===== config.mk =====
export PLATFORM = sky130hd
export DESIGN_NAME = jtkunio_objrom_resp
export DESIGN_NICKNAME = d
export VERILOG_FILES = /design/src/rtl/jtkunio_pkg.sv /design/src/rtl/jtkunio_objrom_tags.sv /design/src/rtl/jtkunio_objrom_resp.sv
export SDC_FILE = /design/constraint.sdc
export NUM_CORES = 1
export LEC_CHECK = 0
export CAP_MARGIN = 20
export CORE_MARGIN = 2
export CORE_UTILIZATION = 45
export CTS_CLUSTER_SIZE = 30
export DETAILED_ROUTE_END_ITERATION = 6
export HOLD_SLACK_MARGIN = 0.1
export PLACE_DENSITY = 0.76
export SYNTH_ARGS = -nofsm -noshare
export SYNTH_HDL_FRONTEND = slang
export SYNTH_HIERARCHICAL = 1
export SYNTH_SLANG_ARGS = --single-unit

===== constraint.sdc =====
create_clock -name clk -period 4 [get_ports clk]
set_clock_uncertainty 0.2 [all_clocks]
set_input_delay 1 -clock clk [delete_from_list [all_inputs] [get_ports clk]]
set_output_delay 1 -clock clk [all_outputs]
set_load 0.005 [all_outputs]

===== src/rtl/jtkunio_pkg.sv =====
// Shared definitions for the Kunio object-ROM path.
// State encoding of the fetch FSM and the object ROM SDRAM base.
package jtkunio_pkg;

    typedef enum logic [2:0] {
        ST_IDLE = 3'd0,
        ST_REQ  = 3'd1,
        ST_W0   = 3'd2,
        ST_W1   = 3'd3,
        ST_FILL = 3'd4
    } objrom_st_t;

    localparam logic [21:0] OBJ_OFFSET = 22'h10_0000;

endpackage


===== src/rtl/jtkunio_objrom_tags.sv =====
// Two-entry tag/data store with combinational lookup,
// registered fill port and a single LRU victim bit.
module jtkunio_objrom_tags #(
    parameter int TW = 17
) (
    input  logic          clk,
    input  logic          rst_n,
    input  logic          i_cs,
    input  logic [TW-1:0] i_tag,
    output logic          o_hit,
    output logic [31:0]   o_data,
    input  logic          i_fill,
    input  logic [TW-1:0] i_fill_tag,
    input  logic [31:0]   i_fill_data
);

    logic [1:0]          r_valid;
    logic [1:0][TW-1:0]  r_tag;
    logic [1:0][31:0]    r_data;
    logic                r_lru;
    logic                w_m0;
    logic                w_m1;

    assign w_m0   = i_cs & r_valid[0] & (r_tag[0] == i_tag);
    assign w_m1   = i_cs & r_valid[1] & (r_tag[1] == i_tag);
    assign o_hit  = w_m0 | w_m1;
    assign o_data = w_m1 ? r_data[1] : r_data[0];

    // A fill always moves the pointer off the entry just written
    always_ff @(posedge clk or negedge rst_n) begin
        if (!rst_n) begin
            r_valid <= '0;
            r_tag   <= '0;
            r_data  <= '0;
            r_lru   <= 1'b0;
        end else if (i_fill) begin
            r_valid[r_lru] <= 1'b1;
            r_tag[r_lru]   <= i_fill_tag;
            r_data[r_lru]  <= i_fill_data;
            r_lru          <= ~r_lru;
        end else if (w_m0) begin
            r_lru <= 1'b1;
        end else if (w_m1) begin
            r_lru <= 1'b0;
        end
    end

endmodule


===== src/rtl/jtkunio_objrom_resp.sv =====
// Object-ROM responder: 2-entry cache in front of 2-word SDRAM bursts.
// Bursts always run to completion; hit/miss is re-evaluated back in IDLE.
module jtkunio_objrom_resp
    import jtkunio_pkg::*;
#(
    parameter int             AW     = 18,
    parameter int             SDW    = 22,
    parameter logic [SDW-1:0] OFFSET = '0
) (
    input  logic           clk,
    input  logic           rst_n,
    input  logic           rom_cs,
    input  logic [AW-1:0]  rom_addr,
    output logic [31:0]    rom_data,
    output logic           rom_ok,
    output logic           sdram_req,
    output logic [SDW-1:0] sdram_addr,
    input  logic           sdram_ack,
    input  logic           sdram_dst,
    input  logic [15:0]    sdram_din
);

    objrom_st_t      r_st;
    objrom_st_t      w_st_nx;
    logic            r_req;
    logic [SDW-1:0]  r_sdram_addr;
    logic [AW-2:0]   r_addr_l;
    logic [15:0]     r_word0;
    logic [15:0]     r_word1;
    logic [31:0]     r_last;
    logic            w_hit;
    logic [31:0]     w_hit_data;
    logic            w_fill;
    logic [SDW-1:0]  w_base;
    logic [SDW-1:0]  w_sd_nx;
    logic            w_unused;

    assign w_unused   = rom_addr[0];
    assign w_base     = SDW'({rom_addr[AW-1:1], 1'b0});
    assign w_sd_nx    = OFFSET + w_base;
    assign w_fill     = (r_st == ST_FILL);
    assign rom_ok     = w_hit;
    assign rom_data   = w_hit ? w_hit_data : r_last;
    assign sdram_req  = r_req;
    assign sdram_addr = r_sdram_addr;

    jtkunio_objrom_tags #(
        .TW (AW-1)
    ) u_tags (
        .clk         (clk),
        .rst_n       (rst_n),
        .i_cs        (rom_cs),
        .i_tag       (rom_addr[AW-1:1]),
        .o_hit       (w_hit),
        .o_data      (w_hit_data),
        .i_fill      (w_fill),
        .i_fill_tag  (r_addr_l),
        .i_fill_data ({r_word1, r_word0})
    );

    always_comb begin
        w_st_nx = r_st;
        unique case (r_st)
            ST_IDLE: if (rom_cs && !w_hit) w_st_nx = ST_REQ;
            ST_REQ:  if (sdram_ack)        w_st_nx = ST_W0;
            ST_W0:   if (sdram_dst)        w_st_nx = ST_W1;
            ST_W1:   if (sdram_dst)        w_st_nx = ST_FILL;
            ST_FILL:                       w_st_nx = ST_IDLE;
            default:                       w_st_nx = ST_IDLE;
        endcase
    end

    always_ff @(posedge clk or negedge rst_n) begin
        if (!rst_n) r_st <= ST_IDLE;
        else        r_st <= w_st_nx;
    end

    always_ff @(posedge clk or negedge rst_n) begin
        if (!rst_n) begin
            r_req        <= 1'b0;
            r_sdram_addr <= '0;
            r_addr_l     <= '0;
            r_word0      <= '0;
            r_word1      <= '0;
            r_last       <= '0;
        end else begin
            r_last <= rom_data;
            if (r_st == ST_IDLE && w_st_nx == ST_REQ) begin
                r_addr_l     <= rom_addr[AW-1:1];
                r_sdram_addr <= w_sd_nx;
                r_req        <= 1'b1;
            end
            if (r_st == ST_REQ && sdram_ack) r_req <= 1'b0;
            if (r_st == ST_W0 && sdram_dst) r_word0 <= sdram_din;
            if (r_st == ST_W1 && sdram_dst) r_word1 <= sdram_din;
        end
    end

endmodule


Word level (Yosys, flattened, before mapping)
Cells that the tools add are included.

word-level totals
  bits in registers = 186
  input port bits = 39
  output and inout bits = 56
  logic and storage cells = 58

cells by class
  order comparisons = 2
  equality and inequality tests = 7
  mux-type cells = 20
  bitwise logic cells = 7
  reduce and logical (&&, ||, !) cells = 10

operator list
  operator            count
  $mux 32             3
  $bwmux 64           1
  $bwmux 34           1
  $eq 17x17->1        2
  $demux 32 s1        1
  $demux 17 s1        1
  $mux 17             1
  $mux 3              4
  $pmux 3 s4          1
  $eq 3x1->1 const B  2
  $eq 3x2->1 const B  2
  $logic_and 1x1->1   6
  $mux 1              6
  $and 1x1->1         4
  $eq 3x3->1 const B  1
  $logic_not 3->1     1
  $reduce_bool 3->1   1
  $lt 1x2->1 const B  1
  $or 2x2->2          1
  $reduce_bool 2->1   1
  $demux 1 s1         1
  $ge 1x1->1 const B  1
  $logic_not 1->1     1
  $not 1->1           1
  $or 1x1->1          1

Longest topological paths before layout
Gate-level depths: netlist of the first run.

  word-level depth = 11
  depth in mapped cells = 10
  gate-level depth less buffers = 8

Cells and area by module
Netlist of the first run, hierarchy kept.

modules (own cells, without submodules)
  module               instances  cells an instance  area an instance (um^2)  seq. area each (um^2)
  jtkunio_objrom_tags  1          306                4548.1                   2527.4
  jtkunio_objrom_resp  1          198                3316.9                   2127.0

Worst setup path after synthesis of the first run
No wires, ideal clock.

  path kind = input to output
  start point = input port rom_addr[13]
  end point = output port rom_data[10]
  arrival = 2.983 ns
  required time = 2.800 ns
  setup slack = -0.183 ns
  cell stages on the path = 7
  path buffers = 2
  path through = xor2_1 nor4_1 nand3_1 o41ai_1 buf_6 clkbuf_1 mux2_2

between the ends
  cells in the longest elaborated chain, start to end = 4
  elaborated cells between the ends (all ways) = 7
  those cells by class = 2 x eq/ne; 2 x mux; 3 x bitwise

ends and longest elaborated chain
  element                          line                                                  source
  start: declaration               jtkunio_objrom_resp.sv:13                             input logic [AW-1:0] rom_addr,
  $eq 17x17->1 (on tied branches)  jtkunio_objrom_tags.sv:24, jtkunio_objrom_tags.sv:25
  $and 1x1->1 (on tied branches)   jtkunio_objrom_tags.sv:24, jtkunio_objrom_tags.sv:25
  $or 1x1->1 (*)                   jtkunio_objrom_tags.sv:26                             assign o_hit = w_m0 | w_m1;
  via rom_ok                       jtkunio_objrom_resp.sv:15                             output logic rom_ok,
  $mux 32 (*)                      jtkunio_objrom_resp.sv:43                             assign rom_data = w_hit ? w_hit_data : r_last;
  end: declaration                 jtkunio_objrom_resp.sv:14                             output logic [31:0] rom_data,

The timed path passes the listed nets; every way through them passes the cells marked *.

Final worst setup path of the first run
  start point = input port rom_addr[7]
  end point = output port rom_data[30]

between the ends
  cells in the longest elaborated chain, start to end = 4
  elaborated cells between the ends (all ways) = 7
  those cells by class = 2 x eq/ne; 2 x mux; 3 x bitwise

ends and longest elaborated chain
  element             line                       source
  $eq 17x17->1        jtkunio_objrom_tags.sv:25  assign w_m1 = i_cs & r_valid[1] & (r_tag[1] == i_tag);
  $and 1x1->1         jtkunio_objrom_tags.sv:25
  $mux 32             jtkunio_objrom_tags.sv:27  assign o_data = w_m1 ? r_data[1] : r_data[0];
  via w_hit_data[30]  jtkunio_objrom_resp.sv:32  logic [31:0] w_hit_data;
  $mux 32             jtkunio_objrom_resp.sv:43

The timed path passes the listed nets, and every way through them passes these cells.

==> qor.csv, run 1 <==
metric,value,unit
synth_top_area_cell,dfrtp_1,
ctsHoldBuffers,0,
drive_gt1_share,59.70,%
leakagePower,5.023,nW
worst_pin_slew,646.9,ps
multi_input_area,3558,um^2
fin_crit_sh,112.8,%
start_util,45.79,%
grt_overflow,0,
status,"complete, but fails checks",
place_area,9208,um^2
fillCellCount,1242,
die_y,136.2,um
cp_max_fo,4,
diodes,0,
hold_viol,0,
grt_pass1_vias,5198,
antenna_found_initial,0,
cts_buffers,17,
start_kind,input pin,
busiest_layer,met2,
numPortBuffers,88,
seq_area_frac_synth,59.18,%
setup_viol,33,
period_minus_slack,4514,ps
met1_usage,26.07,%
cp.arrival,3310,ps
clock_path_buffers,2,
clkSinkCount,186,
wl_per_cell,19.89,um
grt_use_total,20.22,%
crit_start,rom_addr[7],
violations,negative setup slack,
cts-root-buf,clkbuf_16,
ys_seq_elements,186,
grt_pass1_wl,28130,um
coreArea,17180,um^2
grt_max_degree,79,
holdCritStartpoint,u_tags/r_valid[1],
synth.avg_cell_area,15.61,um^2
hold_class,reg -> reg,
clock_latency,420,ps
maxCapViolations,0,
synth_top_area_share,59.18,%
syn_to_final_growth,37.88,%
synth_cell_types,34,
p_per_area,617.3,nW/um^2
firstDrtPassIters,4,
crit_end,rom_data[30],
place.gp.congestion,0.7920,
htreeDepth,4,
viasPerCell,5.193,
wirelength,17900,um
rsz0062_at_grt,yes,
finalNetCount,701,
ios,95,
ir_worst_vdd,339.1,uV
seq_area,4654,um^2
yosys_warnings,6,
finalPower,6.694,mW
antenna_left,0,
drc,0,
worst_r2r_path_depth,15,
dieArea,18550,um^2
slew_headroom,56.87,%
global_route.usage.met2,33.58,%
cts_tree,yes,
r2r-start,u_tags/r_tag[5],
crit_path_end_kind,output pin,
stdcell_area,10840,um^2
max_freq,0.2216,GHz
syn_area,7865,um^2
drv_slew,0,
drtIter0Drc,157,
syn_inst,504,
required,2800,ps
hpwlAfterDp,10430,um
crit-reg2reg-capture,sdram_addr[13],
setup_ws,-513.6,ps
rrSetupSlack,730,ps
dieWidth,136.2,um
synth_area_leaders,"dfrtp_1 59%, mux2_2 29%, xor2_1 2.0%",
use_met3,4.810,%
num_vias,4674,
clk_pin_slew,70,ps
std_cell_rows,48,
worst-setup-path-type,in -> out,
[stage by stage]
stage                     utilization (%)  TNS, ps  hold slack, ps  instances  setup slack [ps]
after floorplan                         -    -3188           234.6        508            -106.3
after global placement              53.61   -37970           255.3        822             -1126
after detailed placement            53.61   -39970           254.4        822             -1181
after CTS                           62.62   -16290           276.7        897            -587.7
after global routing                63.13   -16600           289.4        900            -601.8
final                               63.13   -13890           276.9        900            -513.6
[synth_stat cells]
library cell,n
buf_4,6
a21oi_1,2
or4_1,1
nand2b_4,1
mux2_4,8
nor3_2,1
nor3b_1,2
or2_2,1
buf_2,2
nand4bb_1,1
o21bai_1,1
inv_1,2
buf_1,6
o221ai_1,1
nor2_1,1
nand3b_1,1
dfrtp_1,186
clkbuf_1,8
nor4_1,6
xnor2_1,17
buf_6,7
nand3_1,1
nand2_1,6
nand2b_1,2
nor2b_1,1
o41ai_1,1
xor2_1,18
conb_1,1
nand4b_2,1
nor4_4,2
o22a_1,1
mux2_2,203
nand4b_1,1
nand4_1,5
[worst min path at each step]
stage,end,slack [ps],cells after the start
5_1_grt,u_tags/r_valid[1],290,1
3_3_place_gp,u_tags/r_valid[1],260,1
3_5_place_dp,u_tags/r_valid[1],250,1
6_report,u_tags/r_valid[1],280,1
4_1_cts,u_tags/r_valid[1],280,1
2_1_floorplan,u_tags/r_valid[1],230,1
[where the power goes]
| group | internal, mW | switching [mW] | total, mW | leakage [nW] |
|---|---|---|---|---|
| Combinational | 1.27 | 0.668 | 1.94 | 2.35 |
| Clock | 0.819 | 0.771 | 1.59 | 0.265 |
| Sequential | 2.60 | 0.568 | 3.17 | 2.41 |
| Total | 4.69 | 2.01 | 6.69 | 5.02 |
[cell usage in the layout, fill, tap and decap left out, types with 2 or more instances in the layout]
cell             netlist  layout
dfrtp_1              186     186
mux2_2               203     140
mux2_4                 8      71
buf_6                  7      47
buf_4                  6      42
clkdlybuf4s50_1        0      37
buf_12                 0      18
clkbuf_16              0      17
xnor2_1               17      12
xor2_2                 0      10
buf_8                  0       8
nand2_1                6       5
conb_1                 1       5
xor2_4                 0       5
nor4_2                 0       5
nand4_1                5       5
inv_6                  0       4
clkinvlp_4             0       4
clkbuf_2               0       4
xnor2_2                0       4
xor2_1                18       3
inv_8                  0       3
buf_2                  2       3
a21oi_1                2       2
nor3b_1                2       2
nor4_4                 2       2
inv_1                  2       2
clkinv_2               0       2
dlygate4sd2_1          0       2
nand2b_1               2       2
[critical path: stages]
cell      delay (ps)
buf_8            100
xor2_2           150
nor4_2           340
nand4b_1         200
nor4_4           290
buf_4            190
buf_12           110
buf_12           110
buf_8            110
mux2_4           300
mux2_4           280
buf_6            120
[per-layer routing]
metal  vias up  wire (um)  share of wire [%]
li1       2085          -                  -
met1      2448       7769                 43
met2       119       9115                 51
met3        22        755                4.2
met4         0        259                1.4
met5         -          0                  0
[state kept, by name, indices dropped and copies added, names as in the netlist]
| signal | count |
|---|---|
| r_word1 | 16 |
| u_tags/r_data | 64 |
| r_word0 | 16 |
| sdram_addr | 17 |
| r_last | 32 |
| sdram_req | 1 |
| u_tags/r_lru | 1 |
| u_tags/r_valid | 2 |
| u_tags/r_tag | 34 |
| r_st | 3 |
[timing repair]
action / 4_1_cts / 5_1_grt
gates resized for setup: 326 / 44
pin swaps: 28 / 13
setup buffers: 39 / 9
cloned: 4 / 0
setup endpoints to repair: 33 / 33
endpoints found under the hold margin: 0 / 0
[logic make-up (layout without fill, tap and decap cells)]
group | count (synthesis) | count (layout) | synth area share, %
and+or+nand+nor | 34 | 34 | 3.261
DFF | 186 | 186 | 59.18
xor gates and xnor gates | 35 | 35 | 3.897
buffers and inverters | 31 | 198 | 2.466
muxes | 211 | 211 | 30.59
other | 1 | 5 | 0.04768
AOI/OAI and AO/OA | 6 | 6 | 0.5569
[area by class of cell]
type / count / area share (%)
flip-flops and latches: 186 / 42.92
multi-input cells: 291 / 32.81
repair buffers: 164 / 16.44
clock buffers: 17 / 3.923
well taps: 225 / 2.596
clock inverters: 15 / 1.235
inverters: 2 / 0.06923
Power figures use the tool's default switching activity.
==> run 2, diff against run 1 <==
--- a/config.mk
+++ b/config.mk
@@ -7,10 +7,9 @@
 export LEC_CHECK = 0
 export CAP_MARGIN = 20
-export CORE_MARGIN = 2
 export CORE_UTILIZATION = 45
 export CTS_CLUSTER_SIZE = 30
 export DETAILED_ROUTE_END_ITERATION = 6
 export HOLD_SLACK_MARGIN = 0.1
-export PLACE_DENSITY = 0.76
+export PLACE_DENSITY = 0.74
 export SYNTH_ARGS = -nofsm -noshare
 export SYNTH_HDL_FRONTEND = slang
==> constraint.sdc (replaced) <==
create_clock -name clk -period 4.25 [get_ports clk]
set_clock_uncertainty 0.2 [all_clocks]
set_input_delay 1.275 -clock clk [delete_from_list [all_inputs] [get_ports clk]]
set_output_delay 1.275 -clock clk [all_outputs]
set_load 0.005 [all_outputs]
==> qor.csv, run 2 (synthesized netlist as in run 1, its figures left out) <==
metric,value,unit
leakagePower,4.965,nW
largest_reg_flops,64,
worst_pin_slew,815.1,ps
dieArea,18010,um^2
hold_viol,0,
drtIter0Drc,161,
hpwlAfterDp,10380,um
clock_path_buffers,2,
die_y,134.2,um
final_cell_mix,"186 x dfrtp_1, 152 x mux2_2, 59 x mux2_4, 46 x buf_6, 44 x buf_4",
dieWidth,134.2,um
cts-root-buf,clkbuf_16,
clkSinkCount,186,
wl_per_cell,19.14,um
dr.max_layer_used,met4,
drive_gt1_share,59.04,%
rsz0062_at_grt,yes,
status,"complete, but fails checks",
cpMaxStageDelayCell,or4_4,
clk_pin_slew,70,ps
cts_tree,yes,
setup_viol,33,
cp_max_fo,6,
ir_worst_vdd,327.4,uV
num_vias,4609,
wl_met3,500,um
crit_family,buffers and inverters,
max_freq,0.2008,GHz
grt_pass1_vias,4969,
violations,negative setup slack,
cp.arrival,3510,ps
cp_num_buf_inv,6,
viasPerCell,5.184,
coreArea,16820,um^2
place_inst,822,
final_common_cell,dfrtp_1,
required,2770,ps
reg_top3,"u_tags/r_data x64, u_tags/r_tag x34, r_last x32",
grt_overflow,0,
grt_use_total,20.22,%
antenna_left,0,
ios,95,
setup_ws,-730.2,ps
start_kind,input pin,
cts_buffers,17,
p_per_area,592.1,nW/um^2
antenna_found_initial,0,
finalNetCount,695,
drc,0,
wl_met1,7702,um
worst-setup-path-type,in -> out,
period_minus_slack,4980,ps
slew_headroom,45.66,%
fin_crit_sh,117.2,%
finalPower,6.320,mW
clock_latency,440,ps
cpMostUsedCell,buf_12,
firstDrtPassIters,4,
worstPathCellList,dlygate4sd2_1 -> buf_4 -> xnor2_1 -> nand4_1 -> or4_4 -> o41ai_4 -> buf_12 -> buf_12 -> buf_12 -> mux2_4 -> buf_6,
crit_path_end_kind,output pin,
place.gp.congestion,0.7453,
htreeDepth,4,
start_util,46.76,%
layout.cells.non_filler,889,
maxCapViolations,0,
grt_pass1_wl,27320,um
whs,279.3,ps
critPathMaxStageDelay,570,ps
std_cell_rows,47,
diodes,0,
numPortBuffers,88,
grt_max_degree,85,
hold_class,reg -> reg,
finalCoreUtilization,63.46,%
top_register,u_tags/r_data,
wl_met2,8552,um
wirelength,17020,um
syn_to_final_growth,35.70,%
drv_slew,0,
## run 2: cell count changes in the layout (fill, tap and decap cells not counted), moves of 2 or more
| cell | previous run | this run |
|---|---|---|
| mux2_2 | 140 | 152 |
| clkinv_4 | 1 | 5 |
| inv_8 | 3 | 1 |
| xor2_4 | 5 | 0 |
| bufinv_16 | 0 | 2 |
| buf_12 | 18 | 9 |
| buf_4 | 42 | 44 |
| buf_16 | 0 | 4 |
| clkbuf_2 | 4 | 2 |
| xor2_2 | 10 | 14 |
| clkinvlp_4 | 4 | 2 |
| mux2_4 | 71 | 59 |
## run 2: final timing paths
check	startpoint	endpoint	slack, ps	depth (start not counted)
setup / recovery	rom_addr[2]	rom_data[25]	-730	11
hold / removal	u_tags/r_valid[0]	u_tags/r_valid[0]	280	1
setup reg to reg	u_tags/r_tag[21]	sdram_addr[1]	950	16
hold reg to reg	u_tags/r_valid[0]	u_tags/r_valid[0]	280	1
max in group asynchronous	rst_n	r_word1[8]	2250	2
min in group asynchronous	rst_n	u_tags/r_tag[9]	690	1
## run 2: per-stage QoR
| step | setup TNS (ps) | setup WS, ps | area, um^2 |
|---|---|---|---|
| 4_1_cts | -24600 | -777.5 | 10580 |
| 2_1_floorplan | -5633 | -182.0 | 8162 |
| 6_report | -23080 | -730.2 | 10670 |
| 3_5_place_dp | -53950 | -1527 | 9404 |
| 3_3_place_gp | -54240 | -1537 | 9404 |
| 5_1_grt | -24950 | -782.6 | 10670 |
## run 2: layout make-up
type / instances / area, um^2
repair buffers: 158 / 1700
clock buffers: 18 / 439.2
well taps: 220 / 275.3
inverters: 2 / 7.507
multi-input cells: 291 / 3435
fillers: 1206 / 6146
clock inverters: 14 / 161.4
flip-flops and latches: 186 / 4654
## run 2: where the power goes
| part | internal [mW] | leakage (nW) | switching (mW) |
|---|---|---|---|
| clock network | 0.895 | 0.289 | 0.708 |
| registers | 2.45 | 2.41 | 0.511 |
| logic | 1.16 | 2.27 | 0.599 |
| total | 4.50 | 4.96 | 1.82 |
## run 2: per-layer routing
layer | vias to the layer above | GRT usage [%]
li1 | 2064 | -
met1 | 2441 | 27.15
met2 | 86 | 33.07
met3 | 18 | 3.666
met4 | 0 | 7.054
met5 | - | 0
## run 2: repair_timing
action	in CTS	in global routing
pin swaps	20	10
buffers inserted	29	3
endpoints found under the setup margin	33	33
resized for setup	269	18
cloned	4	0
hold buffers	0	0
==> run 3, diff against run 2 <==
- CORE_UTILIZATION: 45 -> 30
- PLACE_DENSITY: 0.74 -> 0.55
==> qor.csv, run 3 (synthesized netlist as in run 1, its figures left out) <==
metric,value,unit
crit_start,rom_addr[8],
switchingPower,1.891,mW
clk_pin_slew,60,ps
firstDrtPassIters,4,
die_y,163.9,um
grt_use_total,14.54,%
hold_class,reg -> reg,
place.gp.congestion,0.7891,
r2r-start,u_tags/r_tag[7],
holdCritStartpoint,u_tags/r_valid[0],
wirelength,18200,um
hpwlAfterDp,11500,um
worstPathCellList,buf_8 -> xor2_2 -> nor4_2 -> nand4_1 -> or4_4 -> o41ai_4 -> buf_12 -> buf_16 -> buf_4 -> mux2_4 -> buf_6,
place_area,9630,um^2
critPathMaxStageDelay,580,ps
ir_worst_vdd,228.6,uV
period_minus_slack,4983,ps
layout.cells.non_filler,1005,
top_register,u_tags/r_data,
coreArea,25470,um^2
num_vias,4574,
p_per_area,580.4,nW/um^2
cp.arrival,3510,ps
diodes,0,
pwr-share-seq,46.3,%
grt_pass1_wl,29160,um
stdcell_area,11030,um^2
dieArea,26870,um^2
drive_gt1_share,59.11,%
finalNetCount,702,
maxCapViolations,0,
clock_latency,430,ps
max_freq,0.2007,GHz
clkSinkCount,186,
place_inst,936,
viasPerCell,4.551,
grt_max_degree,69,
crit_family,simple AND/OR/NAND/NOR gates,
cpMaxStageDelayCell,or4_4,
grt_overflow,0,
required,2770,ps
crit_path_end_kind,output pin,
cp_num_buf_inv,5,
cts_tree,yes,
drv_slew,0,
grt_pass1_vias,5103,
cp_max_fo,7,
dieWidth,163.9,um
start_util,30.88,%
start_kind,input pin,
reg_top3,"u_tags/r_data x64, u_tags/r_tag x34, r_last x32",
syn_to_final_growth,40.22,%
final_common_cell,dfrtp_1,
antenna_found_initial,1,
internal_power,4.510,mW
drtIter0Drc,164,
antenna_left,0,
ios,95,
numPortBuffers,88,
cts_buffers,17,
std_cell_rows,58,
p_clk_share,24.9,%
hold_viol,0,
setup_ws,-732.7,ps
fin_crit_sh,117.2,%
cts-root-buf,clkbuf_16,
p_sw_share,29.55,%
finalPower,6.401,mW
place_ws,-1563,ps
finalSetupTns,-22540,ps
drc,0,
status,"complete, but fails checks",
largest_reg_flops,64,
final_cell_mix,"186 x dfrtp_1, 139 x mux2_2, 72 x mux2_4, 52 x buf_6, 43 x buf_4",
rsz0062_at_grt,yes,
worst-setup-path-type,in -> out,
leakagePower,5.053,nW
pwr-share-comb,28.9,%
wl_per_cell,18.11,um
worst_pin_slew,788.5,ps
violations,negative setup slack,
slew_headroom,47.24,%
setup_viol,33,
clock_path_buffers,2,
htreeDepth,4,
run 3: changes by cell type in the layout (fill, tap and decap cells not counted), sizes merged:
cell and delta:
clkinv -4, inv +5, clkdlybuf4s15 +1, clkinvlp -1, dlymetal6s2s -1, buf +4, clkbuf +3, bufinv -1
run 3: worst reg2reg max path, cell delays in order, from the launching register on:
cell and delay [ps]:
dfrtp_1 410, xor2_2 190, nor4_2 300, nand4_1 130, or4_4 580, o41ai_4 90
buf_12 200, buf_12 120, buf_16 120, buf_4 120, nand2b_4 130, nor4_4 60
buf_12 170, mux2_4 300
run 3: final timing paths:
kind                                     end  slack, ps  cells after the start
hold / removal             u_tags/r_valid[0]        270                      1
setup reg to reg              sdram_addr[10]       1010                     13
max in group asynchronous         r_last[27]       2410                      2
setup / recovery                 rom_data[8]       -730                     11
min in group asynchronous     sdram_addr[13]        620                      1
hold reg to reg            u_tags/r_valid[0]        270                      1
run 3: metal layers:
layer / global-route usage (%) / routed length, um / vias up
li1: - / - / 2091
met3: 2.929 / 690 / 12
met2: 24.15 / 9090 / 95
met5: 0 / 0 / -
met4: 4.335 / 169 / 0
met1: 19.10 / 8252 / 2376
run 3: cell type report:
cell class              instances  area, um^2
clock buffers                  18       439.2
inverters                       2       7.507
flip-flops and latches        186        4654
well taps                     330       412.9
clock inverters                13       148.9
multi-input cells             291        3566
repair buffers                165        1799
fillers                      2262       14440
run 3: repair_timing:
action	in CTS	in global routing
hold buffers	0	0
buffers inserted	27	9
pin swaps	16	14
setup endpoints to repair	33	33
resized for setup	273	42
cloned	2	0
run 3: stage by stage:
step                      hold slack [ps]  util [%]
after global routing                275.3     43.30
after floorplan                     234.6         -
final                               273.2     43.30
after detailed placement            252.0     37.81
after CTS                           270.4     42.56
after global placement              255.0     37.81
run 3: power by group through the flow:
stage               clock [mW]  sequential (mW)  combinational [mW]
floorplan                    0             2.78                1.15
global placement             0             2.89                1.65
detailed placement           0             2.95                1.69
CTS                       1.65             2.94                1.80
global route              1.72             3.06                1.99
finish                    1.59             2.96                1.85
